<file path="config.mk">
export PLATFORM = sky130hd
export DESIGN_NAME = sdram_wr_burst
export DESIGN_NICKNAME = d
export VERILOG_FILES = /design/src/rtl/sdram_wr_burst.sv
export SDC_FILE = /design/constraint.sdc
export NUM_CORES = 1
export LEC_CHECK = 0
export ABC_CLOCK_PERIOD_IN_PS = 2500
export BUFFER_PORTS_ARGS = -buffer_cell sky130_fd_sc_hd__buf_2
export CAP_MARGIN = 5
export CORE_AREA = 2 2 113 115
export DETAILED_ROUTE_END_ITERATION = 12
export DIE_AREA = 0 0 115 117
export MAX_ROUTING_LAYER = met4
export REMOVE_ABC_BUFFERS = 1
export SYNTH_ARGS = -nofsm -noshare
export SYNTH_HDL_FRONTEND = slang
export SYNTH_SLANG_ARGS = --single-unit
</file>
<file path="constraint.sdc">
create_clock -name sclk -period 2.5 [get_ports sclk]
set_input_delay 0.125 -clock sclk [delete_from_list [all_inputs] [get_ports sclk]]
set_output_delay 0.125 -clock sclk [all_outputs]
set_load 0.01 [all_outputs]
</file>
<file path="src/rtl/sdram_wr_burst.sv">
// SDRAM write-burst engine: ACT, back-to-back BL-beat WR bursts, PRE; crosses row/bank boundaries and yields to refresh between bursts.
// Outputs are registered, so a command appears one cycle after its decision; the bus is held from grant until the job ends or a refresh yield.
module sdram_wr_burst #(
  parameter int DW     = 16,
  parameter int ROW_W  = 12,
  parameter int COL_W  = 9,
  parameter int BANK_W = 2,
  parameter int BL     = 4,
  parameter int TRCD   = 3,
  parameter int TRP    = 3,
  parameter int LEN_W  = 16
) (
  input  logic              sclk,
  input  logic              reset,
  input  logic              wr_trig,
  input  logic [BANK_W-1:0] wr_bank,
  input  logic [ROW_W-1:0]  wr_row,
  input  logic [COL_W-1:0]  wr_col,
  input  logic [LEN_W-1:0]  wr_len,
  output logic              wr_req,
  input  logic              wr_en,
  input  logic              ref_req,
  output logic              wr_end,
  output logic              busy,
  output logic              done,
  output logic [3:0]        wr_cmd,
  output logic [ROW_W-1:0]  wr_addr,
  output logic [BANK_W-1:0] bank_addr,
  output logic [DW-1:0]     wr_data,
  output logic              wfifo_rd_en,
  input  logic [DW-1:0]     wfifo_rd_data
);

  localparam int AW      = BANK_W + ROW_W + COL_W;
  localparam int CNT_MAX = (TRCD > TRP) ? ((TRCD > BL) ? TRCD : BL) : ((TRP > BL) ? TRP : BL);
  localparam int CNT_W   = $clog2(CNT_MAX + 1);

  localparam logic [3:0] CMD_NOP = 4'b0111;
  localparam logic [3:0] CMD_ACT = 4'b0011;
  localparam logic [3:0] CMD_WR  = 4'b0100;
  localparam logic [3:0] CMD_PRE = 4'b0010;

  localparam logic [ROW_W-1:0] A10      = ROW_W'(1) << 10;
  localparam logic [COL_W-1:0] COL_MASK = ~COL_W'(BL - 1);

  typedef enum logic [2:0] {S_IDLE, S_REQ, S_ACT, S_WR, S_PRE} state_t;
  typedef enum logic [1:0] {C_FIN, C_YLD, C_ROW} cause_t;

  state_t           state;
  cause_t           cause;
  logic [CNT_W-1:0] cnt;
  logic [AW-1:0]    addr;
  logic [LEN_W-1:0] rem;
  logic [AW-1:0]    addr_nxt;

  // Full {bank,row,col} increment: column carry bumps the row, row carry bumps the bank.
  assign addr_nxt = addr + AW'(BL);
  assign wr_data  = wfifo_rd_data;

  always_ff @(posedge sclk or negedge reset) begin
    if (!reset) begin
      state       <= S_IDLE;
      cause       <= C_FIN;
      cnt         <= '0;
      addr        <= '0;
      rem         <= '0;
      wr_req      <= 1'b0;
      wr_end      <= 1'b0;
      busy        <= 1'b0;
      done        <= 1'b0;
      wr_cmd      <= CMD_NOP;
      wr_addr     <= '0;
      bank_addr   <= '0;
      wfifo_rd_en <= 1'b0;
    end else begin
      wr_end <= 1'b0;
      done   <= 1'b0;
      case (state)
        S_IDLE: begin
          wr_cmd      <= CMD_NOP;
          wfifo_rd_en <= 1'b0;
          if (wr_trig && (wr_len != '0)) begin
            addr   <= {wr_bank, wr_row, wr_col & COL_MASK};
            rem    <= wr_len;
            busy   <= 1'b1;
            wr_req <= 1'b1;
            state  <= S_REQ;
          end
        end
        S_REQ: begin
          if (wr_en) begin
            wr_req    <= 1'b0;
            state     <= S_ACT;
            cnt       <= '0;
            wr_cmd    <= CMD_ACT;
            wr_addr   <= addr[COL_W +: ROW_W];
            bank_addr <= addr[AW-1 -: BANK_W];
          end
        end
        S_ACT: begin
          if (cnt == CNT_W'(TRCD)) begin
            state       <= S_WR;
            cnt         <= '0;
            wr_cmd      <= CMD_WR;
            wr_addr     <= ROW_W'(addr[COL_W-1:0]);
            wfifo_rd_en <= 1'b1;
          end else begin
            cnt    <= cnt + 1'b1;
            wr_cmd <= CMD_NOP;
          end
        end
        S_WR: begin
          if (cnt == CNT_W'(BL - 1)) begin
            addr <= addr_nxt;
            rem  <= rem - 1'b1;
            cnt  <= '0;
            // Burst boundary: the only point where the job may stop, yield or cross a row.
            if ((rem == LEN_W'(1)) || ref_req || (addr_nxt[COL_W-1:0] == '0)) begin
              state       <= S_PRE;
              wr_cmd      <= CMD_PRE;
              wr_addr     <= A10;
              wfifo_rd_en <= 1'b0;
              if (rem == LEN_W'(1))
                cause <= C_FIN;
              else if (ref_req)
                cause <= C_YLD;
              else
                cause <= C_ROW;
            end else begin
              wr_cmd      <= CMD_WR;
              wr_addr     <= ROW_W'(addr_nxt[COL_W-1:0]);
              wfifo_rd_en <= 1'b1;
            end
          end else begin
            cnt         <= cnt + 1'b1;
            wr_cmd      <= CMD_NOP;
            wfifo_rd_en <= 1'b1;
          end
        end
        S_PRE: begin
          if (cnt == CNT_W'(TRP)) begin
            cnt <= '0;
            case (cause)
              C_FIN: begin
                wr_cmd <= CMD_NOP;
                wr_end <= 1'b1;
                done   <= 1'b1;
                busy   <= 1'b0;
                state  <= S_IDLE;
              end
              C_YLD: begin
                wr_cmd <= CMD_NOP;
                wr_end <= 1'b1;
                wr_req <= 1'b1;
                state  <= S_REQ;
              end
              default: begin
                wr_cmd    <= CMD_ACT;
                wr_addr   <= addr[COL_W +: ROW_W];
                bank_addr <= addr[AW-1 -: BANK_W];
                state     <= S_ACT;
              end
            endcase
          end else begin
            cnt    <= cnt + 1'b1;
            wr_cmd <= CMD_NOP;
          end
        end
        default: state <= S_IDLE;
      endcase
    end
  end

endmodule

</file>
---- Word-level counts from Yosys, hierarchy flattened ----
Index checks and enable logic that the tools add are counted.
cells by class
  multipliers ............................. 0
  order comparisons ....................... 0
  reduce and logical (&&, ||, !) cells .... 27
  bitwise gates (word level) .............. 0
  multiplexer cells ....................... 55
  add/sub/neg operators ................... 3
  equality and inequality tests ........... 16
  shifts and indexed selects .............. 0
  divide/modulo/power cells ............... 0
operators with widths
  kind                                                                   count
  12-bit two-way mux                                                     5
  12-bit one-hot mux with 4 select lines                                 1
  23-bit two-way mux                                                     2
  23-bit one-hot mux with 2 select lines                                 1
  16-bit two-way mux                                                     2
  16-bit one-hot mux with 2 select lines                                 1
  3-bit two-way mux                                                      10
  23-bit by 3-bit adder with 23-bit output (second input constant)       1
  4-bit one-hot mux with 5 select lines                                  1
  16-bit by 1-bit == test with 1-bit output (second input constant)      1
  16-bit nonzero test                                                    1
  16-bit by 1-bit subtractor with 16-bit output (second input constant)  1
  1-bit two-way mux                                                      15
  3-bit one-hot mux with 5 select lines                                  1
  2-bit != test (second input constant)                                  7
  2-bit two-way mux                                                      6
  4-bit two-way mux                                                      3
  6-bit AND reduction                                                    2
  11-bit two-way mux                                                     1
  3-bit by 2-bit == test with 1-bit output (second input constant)       3
  9-bit zero test                                                        1
  2-bit one-hot mux with 2 select lines                                  2
  4-bit AND reduction                                                    2
  2-bit nonzero test                                                     4
  20 further kinds                                                       27
word-level totals
  RAM bits ................................ 0
  register bits ........................... 70
  output and inout bits ................... 39
  input port bits ......................... 60
  latch bits .............................. 0
  bits in read-only memories .............. 0
  memories kept ........................... 0

---- Depth between registers and ports, before layout ----
Gate-level depths: netlist of run 1.
  depth in word-level cells ............... 6
  mapped depth ............................ 8
  depth with buffers taken out ............ 7

---- Worst setup path after synthesis of run 1 ----
Ideal clock, no wire load.
  path type ............................... register to register
  start ................................... register cnt[0]
  end ..................................... register wr_cmd[2]
  period minus slack after synthesis ...... 1991 ps
  arrival ................................. 1896 ps
  library setup time ...................... 94 ps
  cell stages (with the launch flop) ...... 8
  required time ........................... 2406 ps
  path slack .............................. 509 ps
  cell sequence ........................... dfrtp_1 -> ha_1 -> nor2b_1 -> clkbuf_2 -> a32oi_1 -> o22ai_1 -> buf_4 -> a311oi_1
on the way
  word-level cells in the longest chain between the ends .. 3
  elaborated cells between the ends (all ways) .. 4
  those cells by class .................... 1 x eq/ne; 3 x mux
ends and longest elaborated chain
  what                                          line      text
  from (decl)                                   51        logic [CNT_W-1:0] cnt;
  from (signal assigned)                        108       cnt <= cnt + 1'b1;
  from (signal assigned)                        135       cnt <= cnt + 1'b1;
  from (signal assigned)                        165       cnt <= cnt + 1'b1;
  3-bit by 2-bit == test with 1-bit output (*)  113, 141
  4-bit two-way mux, on equally long branches   141, 113
  4-bit one-hot mux with 5 select lines (*)     78        case (state)
  to (signal assigned)                          80        wr_cmd <= CMD_NOP;
  to (signal assigned)                          120       wr_cmd <= CMD_PRE;
  to (signal assigned)                          145       wr_cmd <= CMD_NOP;
  to (decl)                                     26        output logic [3:0] wr_cmd,
Mark *: on every way between the ends. The rest lies on a longest branch, timed or not.
A chain may end at the register's enable or synchronous reset.

---- Worst setup path in the final report of run 1 ----
  start ................................... register cnt[0]
  end ..................................... register wr_addr[3]
on the way
  word-level cells in the longest chain between the ends .. 3
  elaborated cells between the ends (all ways) .. 5
  those cells by class .................... 4 x eq/ne; 1 x reduce/logical
ends and longest elaborated chain
  what                                          line           text
  3-bit by 2-bit == test with 1-bit output (*)  101, 113, 141
  2-bit != test (no source line)                --
  6-bit AND reduction (no source line) (*)      --
  to (signal assigned)                          96             wr_addr <= addr[COL_W +: ROW_W];
  to (signal assigned)                          105            wr_addr <= ROW_W'(addr[COL_W-1:0]);
  to (signal assigned)                          131            wr_addr <= ROW_W'(addr_nxt[COL_W-1:0]);
  to (decl)                                     27             output logic [ROW_W-1:0] wr_addr,
Marks and branches as above.

==> flow_summary.yaml, run 1 <==
placed_design:
  place_area_um2: 4560
  hpwl_um: 8850
  place_ws_ns: 0.393
  port_buffers: 63
  globalplace.congestion: 0.877
synth:
  synth_cell_types: 69
  synthTopCellsByCount: "dfrtp_1 (64), a21oi_1 (51), o21ai_0 (45)"
  synth_top_area_share_pct: 38.4
  async_flop_share_pct: 100
  yosysMostFrequentCell: "dfrtp_1"
  yosysSeqAreaShare_pct: 40.3
  synthMuxAreaShare_pct: 1.98
  synth_ff_type: "dfrtp_1"
  synth_compound_area_share_pct: 27.9
  synth_area_um2: 4170
  ys_warn_count: 0
  yosys-top-cells-area: "dfrtp_1 (38%), a21oi_1 (6.1%), o21ai_0 (5.4%)"
  synth-seq-cells: 67
  synth_fa_ha_area_share_pct: 1.50
  synth_xor_area_share_pct: 0.630
  synth_cells: 493
  synth.avg_cell_area_um2: 8.45
  synth_top_family_by_area: "compound AO/OA/AOI/OAI gates"
  synth_edf_count: 0
  synthSimpleGateAreaFrac_pct: 19.6
  synth_area_leader_cell: "dfrtp_1"
floorplanning:
  ios: 99
  core_region_area_um2: 12300
  rows: 41
  chipHeight_um: 117
  initial_core_util_pct: 33.9
  dieArea_um2: 13500
  dieWidth_um: 115
worst_setup_path:
  crit_required_ns: 2.71
  worstPathArrival_ns: 2.37
  start_kind: "flip-flop"
  reg2reg_slack_ns: 0.34
  critPathMaxFanout: 5
  path_cells: "ha_1, nor2b_1, a32oi_1, nor2_1, nor2_1, o31ai_1"
  r2r_cells: 6
  reg2reg_to: "wr_addr[3]$_DFFE_PN0P_"
  crit_end: "wr_addr[3]$_DFFE_PN0P_"
  cp_slowest_cell: "dfrtp_1"
  cp-end-kind: "flip-flop"
  critPathMaxStageDelay_ns: 0.42
  crit_start: "cnt[0]$_DFFE_PN0P_"
  r2r_start: "cnt[0]$_DFFE_PN0P_"
  path_class: "reg2reg"
  cp_common_cell: "nor2_1"
detailed_routing:
  drc: 0
  firstDrtPassIters: 5
  drt_wl_total_um: 12300
  drt.antenna.violating_nets: 0
  drtIter0Drc: 274
  via_per_inst: 5.83
  post_drt_wl_per_cell_um: 17.7
  via_count: 4049
clock_network:
  cts_made_buffers: 9
  cts_tree: "done"
  clk_root_buffer_cell: "clkbuf_16"
  cts.reportedPaths.clkPinSlew_ns: 0.06
  clkSinkCount: 67
  clk_latency_ns: 0.34
  cts-htree-levels: 3
  cts_max_path_buffers: 2
  cts_setup_buffers: 0
timing:
  fin_crit_sh_pct: 86.3
  final-hold-violation-count: 0
  worst_clock_skew_ns: 0.00728
  setup_viol: 0
  period_minus_slack_ns: 2.16
  slew-limit-headroom_pct: 49.3
  hold_ws_ns: 0.0423
  worst_slew_pin_slew_ns: 0.756
  fmax_mhz: 464
  slew_viol_final: 0
  timing.final.ws_setup_ns: 0.343
  rsz0062_at_grt: "false"
min_path:
  worstHoldPathType: "in2reg"
global_route:
  grt-ovfl-total: 0
  track_usage_pct: 19.8
  first_global_vias: 3908
  antenna_found_initial: 0
  grt_max_degree: 63
  grt_pass1_wl_um: 20000
final_layout:
  final_cell_area_um2: 4920
  drive_above_1_share_pct: 21.3
  nets: 604
  n_antenna_cell: 0
  area_growth_syn_to_layout_pct: 18.1
run_status:
  status: "finished, final reports clean"
power_and_ir_drop:
  power_leakage_nw: 2.03
  ir_drop_uv: 472
  power_density_nw_per_um2: 1320
flow_run:
  drv_cap: 0
worst max-delay path, delay by kind of cell, from the launching register on:
family                   cells  cell delay, ns
AO/OA/AOI/OAI                2            0.55
adder cells (fa/ha/maj)      1            0.26
flip-flops                   1            0.42
AND/OR/NAND/NOR              3            0.79
worst min path at each step:
stage / from / endpoint / slack (ns) / depth (start not counted)
floorplan: reset / addr[10]$_DFFE_PN0P_ / -0.17 / 0
global placement: reset / rem[4]$_DFFE_PN0P_ / 0.12 / 1
detailed placement: reset / rem[4]$_DFFE_PN0P_ / 0.12 / 1
CTS: wr_col[3] / addr[3]$_DFFE_PN0P_ / 0.04 / 3
global route: wr_col[3] / addr[3]$_DFFE_PN0P_ / 0.04 / 3
finish: wr_col[3] / addr[3]$_DFFE_PN0P_ / 0.04 / 3
timing repair:
item / 4_1_cts / 5_1_grt
resized for setup: 0 / 0
endpoints found under the setup margin: 0 / 0
hold endpoints to repair: 19 / 0
hold buffers: 1 / 0
stage by stage:
stage	cells	util, %	TNS, ns	power (mW)
3_5_place_dp	677	37.1	0	4.98
2_1_floorplan	442	-	-26.62	3.90
6_report	694	40.0	0	6.49
5_1_grt	694	40.0	0	7.01
4_1_cts	694	40.0	0	6.50
3_3_place_gp	677	37.1	0	4.88
layout make-up:
cell class | instances | area [µm²]
inverter | 12 | 45.0
clock buffer | 9 | 225
multi-input combinational | 363 | 2160
tap | 150 | 188
sequential | 67 | 1680
timing repair buffer | 86 | 503
clock inverter | 7 | 124
fill | 1254 | 7390
flip-flops by register name (all words and copies together), names as in the netlist:
register     flops
addr            21
rem             16
wr_addr         12
cnt              3
state            3
wr_cmd           3
bank_addr        2
cause            2
busy             1
done             1
wfifo_rd_en      1
wr_end           1
wr_req           1
layout by cell type (no fill, tap or decap), types with 5 or more instances in the layout:
| cell type | Yosys | final |
|---|---|---|
| a21oi_1 | 51 | 51 |
| a22oi_1 | 6 | 6 |
| a31oi_1 | 13 | 13 |
| buf_2 | 10 | 63 |
| buf_4 | 18 | 21 |
| clkbuf_16 | 0 | 9 |
| dfrtp_1 | 64 | 64 |
| ha_1 | 5 | 5 |
| inv_1 | 10 | 10 |
| mux2i_1 | 6 | 6 |
| nand2_1 | 44 | 44 |
| nand3_1 | 24 | 24 |
| nand4_1 | 6 | 6 |
| nor2_1 | 42 | 42 |
| nor3_1 | 10 | 10 |
| nor4_1 | 8 | 8 |
| o21ai_0 | 45 | 45 |
| o22a_1 | 6 | 6 |
| o22ai_1 | 12 | 12 |
metal layers:
metal  track usage, %  wire, µm  vias to the layer above
li1                 -         -                     1924
met3             4.53       736                       17
met5                -         0                        -
met1             25.7      5620                     1947
met4             7.23       184                        0
met2             30.3      5710                      161
power by group:
group | leakage [nW] | internal [mW] | total (mW) | switching (mW)
Clock | 0.167 | 0.983 | 1.50 | 0.517
Sequential | 0.779 | 1.59 | 2.19 | 0.603
Combinational | 1.08 | 1.15 | 2.80 | 1.65
Total | 2.03 | 3.72 | 6.49 | 2.77
logic make-up (layout without fill, tap and decap cells):
family          count (synthesis)  after routing
fa+ha+maj                       5              5
buf+inv                        63            114
flops                          67             67
compound gates                181            181
mux                             8              8
other cells                     1              1
simple gates                  165            165
xor+xnor                        3              3
(Power assumes the default switching activity.)
==> inputs of run 2 (changes only) <==
--- a/config.mk
+++ b/config.mk
@@ -6,7 +6,7 @@
 export NUM_CORES = 1
 export LEC_CHECK = 0
 export ABC_CLOCK_PERIOD_IN_PS = 2500
-export BUFFER_PORTS_ARGS = -buffer_cell sky130_fd_sc_hd__buf_2
+export BUFFER_PORTS_ARGS = -buffer_cell sky130_fd_sc_hd__buf_4
 export CAP_MARGIN = 5
 export CORE_AREA = 2 2 113 115
 export DETAILED_ROUTE_END_ITERATION = 12
==> run 2 against run 1 <==
Effect of this change: register-to-register slack worse by 0.04 ns; final cell count unchanged; total power about the same; core utilization increased by 1.0 points; global-route usage shrank 0.36 points; highest routed layer unchanged.
==> flow_summary.yaml, run 2 (synthesis gave the netlist of run 1 again) <==
clock_network:
  clk_root_buffer_cell: "clkbuf_16"
  clk_latency_ns: 0.34
  clkSinkCount: 67
  cts_made_buffers: 9
  cts-htree-levels: 3
  cts_tree: "done"
  cts_max_path_buffers: 2
  cts.reportedPaths.clkPinSlew_ns: 0.06
global_route:
  grt-ovfl-total: 0
  track_usage_pct: 19.4
  first_global_vias: 3974
  grt_pass1_wl_um: 19700
  antenna_found_initial: 0
  grt_max_degree: 68
detailed_routing:
  drtIter0Drc: 272
  drt_wl_total_um: 12300
  firstDrtPassIters: 5
  drt.antenna.violating_nets: 0
  via_count: 3999
  via_per_inst: 5.76
  drc: 0
  post_drt_wl_per_cell_um: 17.7
flow_run:
  drv_cap: 0
timing:
  period_minus_slack_ns: 2.20
  slew_viol_final: 0
  fin_crit_sh_pct: 87.8
  rsz0062_at_grt: "false"
  setup_viol: 0
  worst_clock_skew_ns: 0.0115
  final-hold-violation-count: 0
  slew-limit-headroom_pct: 42.5
  fmax_mhz: 455
  worst_slew_pin_slew_ns: 0.863
worst_setup_path:
  start_kind: "flip-flop"
  path_class: "reg2reg"
  crit_required_ns: 2.77
  cp-end-kind: "flip-flop"
  critPathMaxFanout: 22
  worstPathArrival_ns: 2.46
final_layout:
  layoutNonFillerInstCount: 694
  mostFrequentLayoutCell: "buf_4"
  drive_above_1_share_pct: 21.1
  largest_reg_flops: 21
  multi_input_area_um2: 2160
  n_antenna_cell: 0
  top_regs: "addr: 21 flops, rem: 16 flops, wr_addr: 12 flops"
  seqCellArea_um2: 1680
  area_growth_syn_to_layout_pct: 21.2
  final_cell_mix: "buf_4 (84), dfrtp_1 (64), a21oi_1 (51)"
  finish.utilization_pct: 41.0
  regMostFlops: "addr"
  fillers: 1252
  nets: 604
placed_design:
  port_buffers: 63
  globalplace.congestion: 0.896
  dp.cells: 677
  hpwl_um: 8680
run_status:
  status: "finished, final reports clean"
power_and_ir_drop:
  ir_drop_uv: 450
  power_leakage_nw: 2.07
  power_density_nw_per_um2: 1280
floorplanning:
  initial_core_util_pct: 33.9
  rows: 41
  dieWidth_um: 115
  core_region_area_um2: 12300
  chipHeight_um: 117
  dieArea_um2: 13500
  ios: 99
min_path:
  worstHoldPathType: "in2reg"
-- run 2: cell types whose count changed in the layout (fill, tap and decap cells not counted) --
cell	before	now
buf_4	21	84
bufinv_16	3	2
inv_6	2	0
clkbuf_1	0	1
clkbuf_8	0	1
buf_2	63	0
clkinv_4	1	0
clkinv_2	0	2
-- run 2: power breakdown --
part	switching, mW	internal, mW	total (mW)
combinational	1.67	1.25	2.92
sequential	0.605	1.59	2.19
clock	0.479	0.897	1.38
-- run 2: repair_timing --
| action | 4_1_cts | 5_1_grt |
|---|---|---|
| hold buffers | 1 | 0 |
| gates resized for setup | 0 | 0 |
| setup buffers | 0 | 0 |
| endpoints found under the hold margin | 64 | 0 |
| endpoints found under the setup margin | 0 | 0 |
-- run 2: area by class of cell --
class	count	area share [%]
Multi-Input combinational cell	363	42.7
Clock inverter	5	1.54
Clock buffer	11	4.81
Sequential cell	67	33.3
Timing Repair Buffer	86	13.1
Tap cell	150	3.72
Inverter	12	0.892
-- run 2: worst max-delay path: stages, from the launching register on --
cell     delay, ns
dfrtp_1       0.64
buf_4         0.25
inv_2         0.10
or2_1         0.30
buf_4         0.23
o41ai_1       0.38
a22o_1        0.21
-- run 2: final timing paths --
check | startpoint | to | slack [ns] | depth (start not counted)
worst max register to register | state[0]$_DFFE_PN0P_ | rem[11]$_DFFE_PN0P_ | 0.30 | 6
worst min register to register | wr_addr[9]$_DFFE_PN0P_ | wr_addr[9]$_DFFE_PN0P_ | 0.50 | 1
max in group asynchronous | reset | wr_addr[1]$_DFFE_PN0P_ | 1.50 | 2
worst max-delay path | state[0]$_DFFE_PN0P_ | rem[11]$_DFFE_PN0P_ | 0.30 | 6
min in group asynchronous | reset | rem[5]$_DFFE_PN0P_ | 0.44 | 2
worst min-delay path | ref_req | cause[0]$_DFFE_PN0P_ | 0.04 | 3
-- run 2: routing by layer --
| metal | GRT usage (%) | wire length, µm | vias to the layer above |
|---|---|---|---|
| met5 | - | 0 | - |
| met4 | 7.87 | 248 | 0 |
| met3 | 3.86 | 708 | 19 |
| met2 | 29.4 | 5680 | 149 |
| met1 | 25.6 | 5630 | 1913 |
| li1 | - | - | 1918 |
-- run 2: metrics by stage --
step	cell area, µm²	TNS (ns)	hold WS (ns)	setup WS [ns]	power [mW]
2_1_floorplan	3880	-26.62	-0.171	-1.01	3.90
3_3_place_gp	4720	0	0.250	0.403	5.00
3_5_place_dp	4720	0	0.250	0.375	5.09
4_1_cts	5050	0	0.0440	0.352	6.49
5_1_grt	5050	0	0.0587	0.156	6.98
6_report	5050	0	0.0392	0.304	6.49
==> inputs of run 3 (changes only) <==
--- a/config.mk
+++ b/config.mk
@@ -9,6 +9,7 @@
 export BUFFER_PORTS_ARGS = -buffer_cell sky130_fd_sc_hd__buf_4
 export CAP_MARGIN = 5
 export CORE_AREA = 2 2 113 115
+export CTS_BUF_LIST = sky130_fd_sc_hd__clkbuf_8
 export DETAILED_ROUTE_END_ITERATION = 12
 export DIE_AREA = 0 0 115 117
 export MAX_ROUTING_LAYER = met4
==> constraint.sdc (replaced) <==
create_clock -name sclk -period 2.5 [get_ports sclk]
set_input_delay 0.5 -clock sclk [delete_from_list [all_inputs] [get_ports sclk]]
set_output_delay 0.5 -clock sclk [all_outputs]
set_load 0.01 [all_outputs]
==> run 3 against run 2 <==
Effect of this change: routed wire length down 1.4%; final cell count shrank 0.14%; non-clock buffer count increased by 1; via count is 0.53% lower; count of clock-buffer cells in the layout is the same; sequential share of layout area is 0.59 points higher; die area unchanged; critical endpoint is now wr_addr[3]$_DFFE_PN0P_; sequential cell count unchanged; register-to-register slack worse by 0.02 ns; first-iteration DRC count is 6.6% lower; global-route usage is 0.23 points lower; final area decreased by 1.7%.
==> flow_summary.yaml, run 3 (synthesis gave the netlist of run 1 again) <==
detailed_routing:
  via_count: 3978
  drt.antenna.violating_nets: 0
  drc: 0
  firstDrtPassIters: 4
  drtIter0Drc: 254
  via_per_inst: 5.74
  drt_wl_total_um: 12100
  post_drt_wl_per_cell_um: 17.4
final_layout:
  area_growth_syn_to_layout_pct: 19.1
  layoutNonFillerInstCount: 693
  regMostFlops: "addr"
  top_regs: "addr: 21 flops, rem: 16 flops, wr_addr: 12 flops"
  final_cell_mix: "buf_4 (85), dfrtp_1 (64), a21oi_1 (51)"
  mostFrequentLayoutCell: "buf_4"
  drive_above_1_share_pct: 21.2
  n_antenna_cell: 0
  finish.utilization_pct: 40.3
  largest_reg_flops: 21
  nets: 605
power_and_ir_drop:
  ir_drop_uv: 489
  power_leakage_nw: 2.04
  power_density_nw_per_um2: 1240
floorplanning:
  dieWidth_um: 115
  dieArea_um2: 13500
  ios: 99
  rows: 41
  core_region_area_um2: 12300
  initial_core_util_pct: 33.9
  chipHeight_um: 117
min_path:
  worstHoldPathType: "in2async"
worst_setup_path:
  crit_start: "cnt[0]$_DFFE_PN0P_"
  crit_required_ns: 2.72
  cp-end-kind: "flip-flop"
  r2r_start: "cnt[0]$_DFFE_PN0P_"
  path_class: "reg2reg"
  start_kind: "flip-flop"
  critPathMaxFanout: 5
  worstPathArrival_ns: 2.44
  reg2reg_slack_ns: 0.29
timing:
  fmax_mhz: 452
  worst_slew_pin_slew_ns: 0.874
  rsz0062_at_grt: "false"
  hold_ws_ns: 0.247
  timing.final.ws_setup_ns: 0.285
  period_minus_slack_ns: 2.21
  slew_viol_final: 0
  fin_crit_sh_pct: 88.6
  slew-limit-headroom_pct: 41.8
  setup_viol: 0
  worst_clock_skew_ns: 0.0128
  final-hold-violation-count: 0
clock_network:
  cts_tree: "done"
  clkSinkCount: 67
  cts_hold_buf: 0
  cts-htree-levels: 3
  cts_setup_buffers: 0
  cts_max_path_buffers: 2
  clk_root_buffer_cell: "clkbuf_8"
  cts_made_buffers: 9
  cts_resized: 0
  clk_latency_ns: 0.36
  cts.reportedPaths.clkPinSlew_ns: 0.07
global_route:
  first_global_vias: 3850
  grt_max_degree: 68
  track_usage_pct: 19.2
  grt_pass1_wl_um: 19700
  antenna_found_initial: 0
  grt-ovfl-total: 0
placed_design:
  port_buffers: 63
  dp.cells: 679
  place_ws_ns: 0.282
  hpwl_um: 8640
  globalplace.congestion: 0.895
flow_run:
  drv_cap: 0
run_status:
  status: "finished, final reports clean"
==> run 3: routing by layer <==
metal  routed length, µm  track usage [%]
met1                5700             26.1
met2                5620             29.5
met3                 565             2.68
met4                 203             6.83
met5                   0                -
==> run 3: power breakdown <==
| part | internal, mW | total [mW] | switching, mW | leakage (nW) |
|---|---|---|---|---|
| registers | 1.59 | 2.18 | 0.597 | 0.779 |
| logic | 1.27 | 2.93 | 1.66 | 1.15 |
| clock network | 0.602 | 1.02 | 0.421 | 0.113 |
| total | 3.46 | 6.14 | 2.68 | 2.04 |
==> run 3: final timing paths <==
kind	end	cells past startpoint
worst max-delay path	wr_addr[3]$_DFFE_PN0P_	6
worst min-delay path	rem[5]$_DFFE_PN0P_	1
worst max register to register	wr_addr[3]$_DFFE_PN0P_	6
worst min register to register	done$_DFF_PN0_	1
max in group asynchronous	addr[22]$_DFFE_PN0P_	1
min in group sclk	cause[0]$_DFFE_PN0P_	3
==> run 3: area by class of cell <==
cell class	count	area, µm²
clock buffers	11	151
clock inverters	3	63.8
fillers	1236	7350
inverters	12	45.0
multi-input cells	363	2160
flip-flops and latches	67	1680
well taps	150	188
repair buffers	87	678
==> run 3: worst max-delay path, cell delays in order, from the launching register on <==
cell and delay (ns):
dfrtp_1 0.44, ha_1 0.27, nor2b_1 0.16, a32oi_1 0.45, nor2_1 0.22, nor2_1 0.41, o31ai_1 0.14
==> run 3: stage by stage <==
| step | instance area (µm²) | setup TNS, ns | power (mW) |
|---|---|---|---|
| 2_1_floorplan | 3880 | -26.62 | 3.90 |
| 3_3_place_gp | 4750 | 0 | 5.02 |
| 3_5_place_dp | 4750 | 0 | 5.13 |
| 4_1_cts | 4960 | 0 | 6.16 |
| 5_1_grt | 4960 | 0 | 6.64 |
| 6_report | 4960 | 0 | 6.14 |
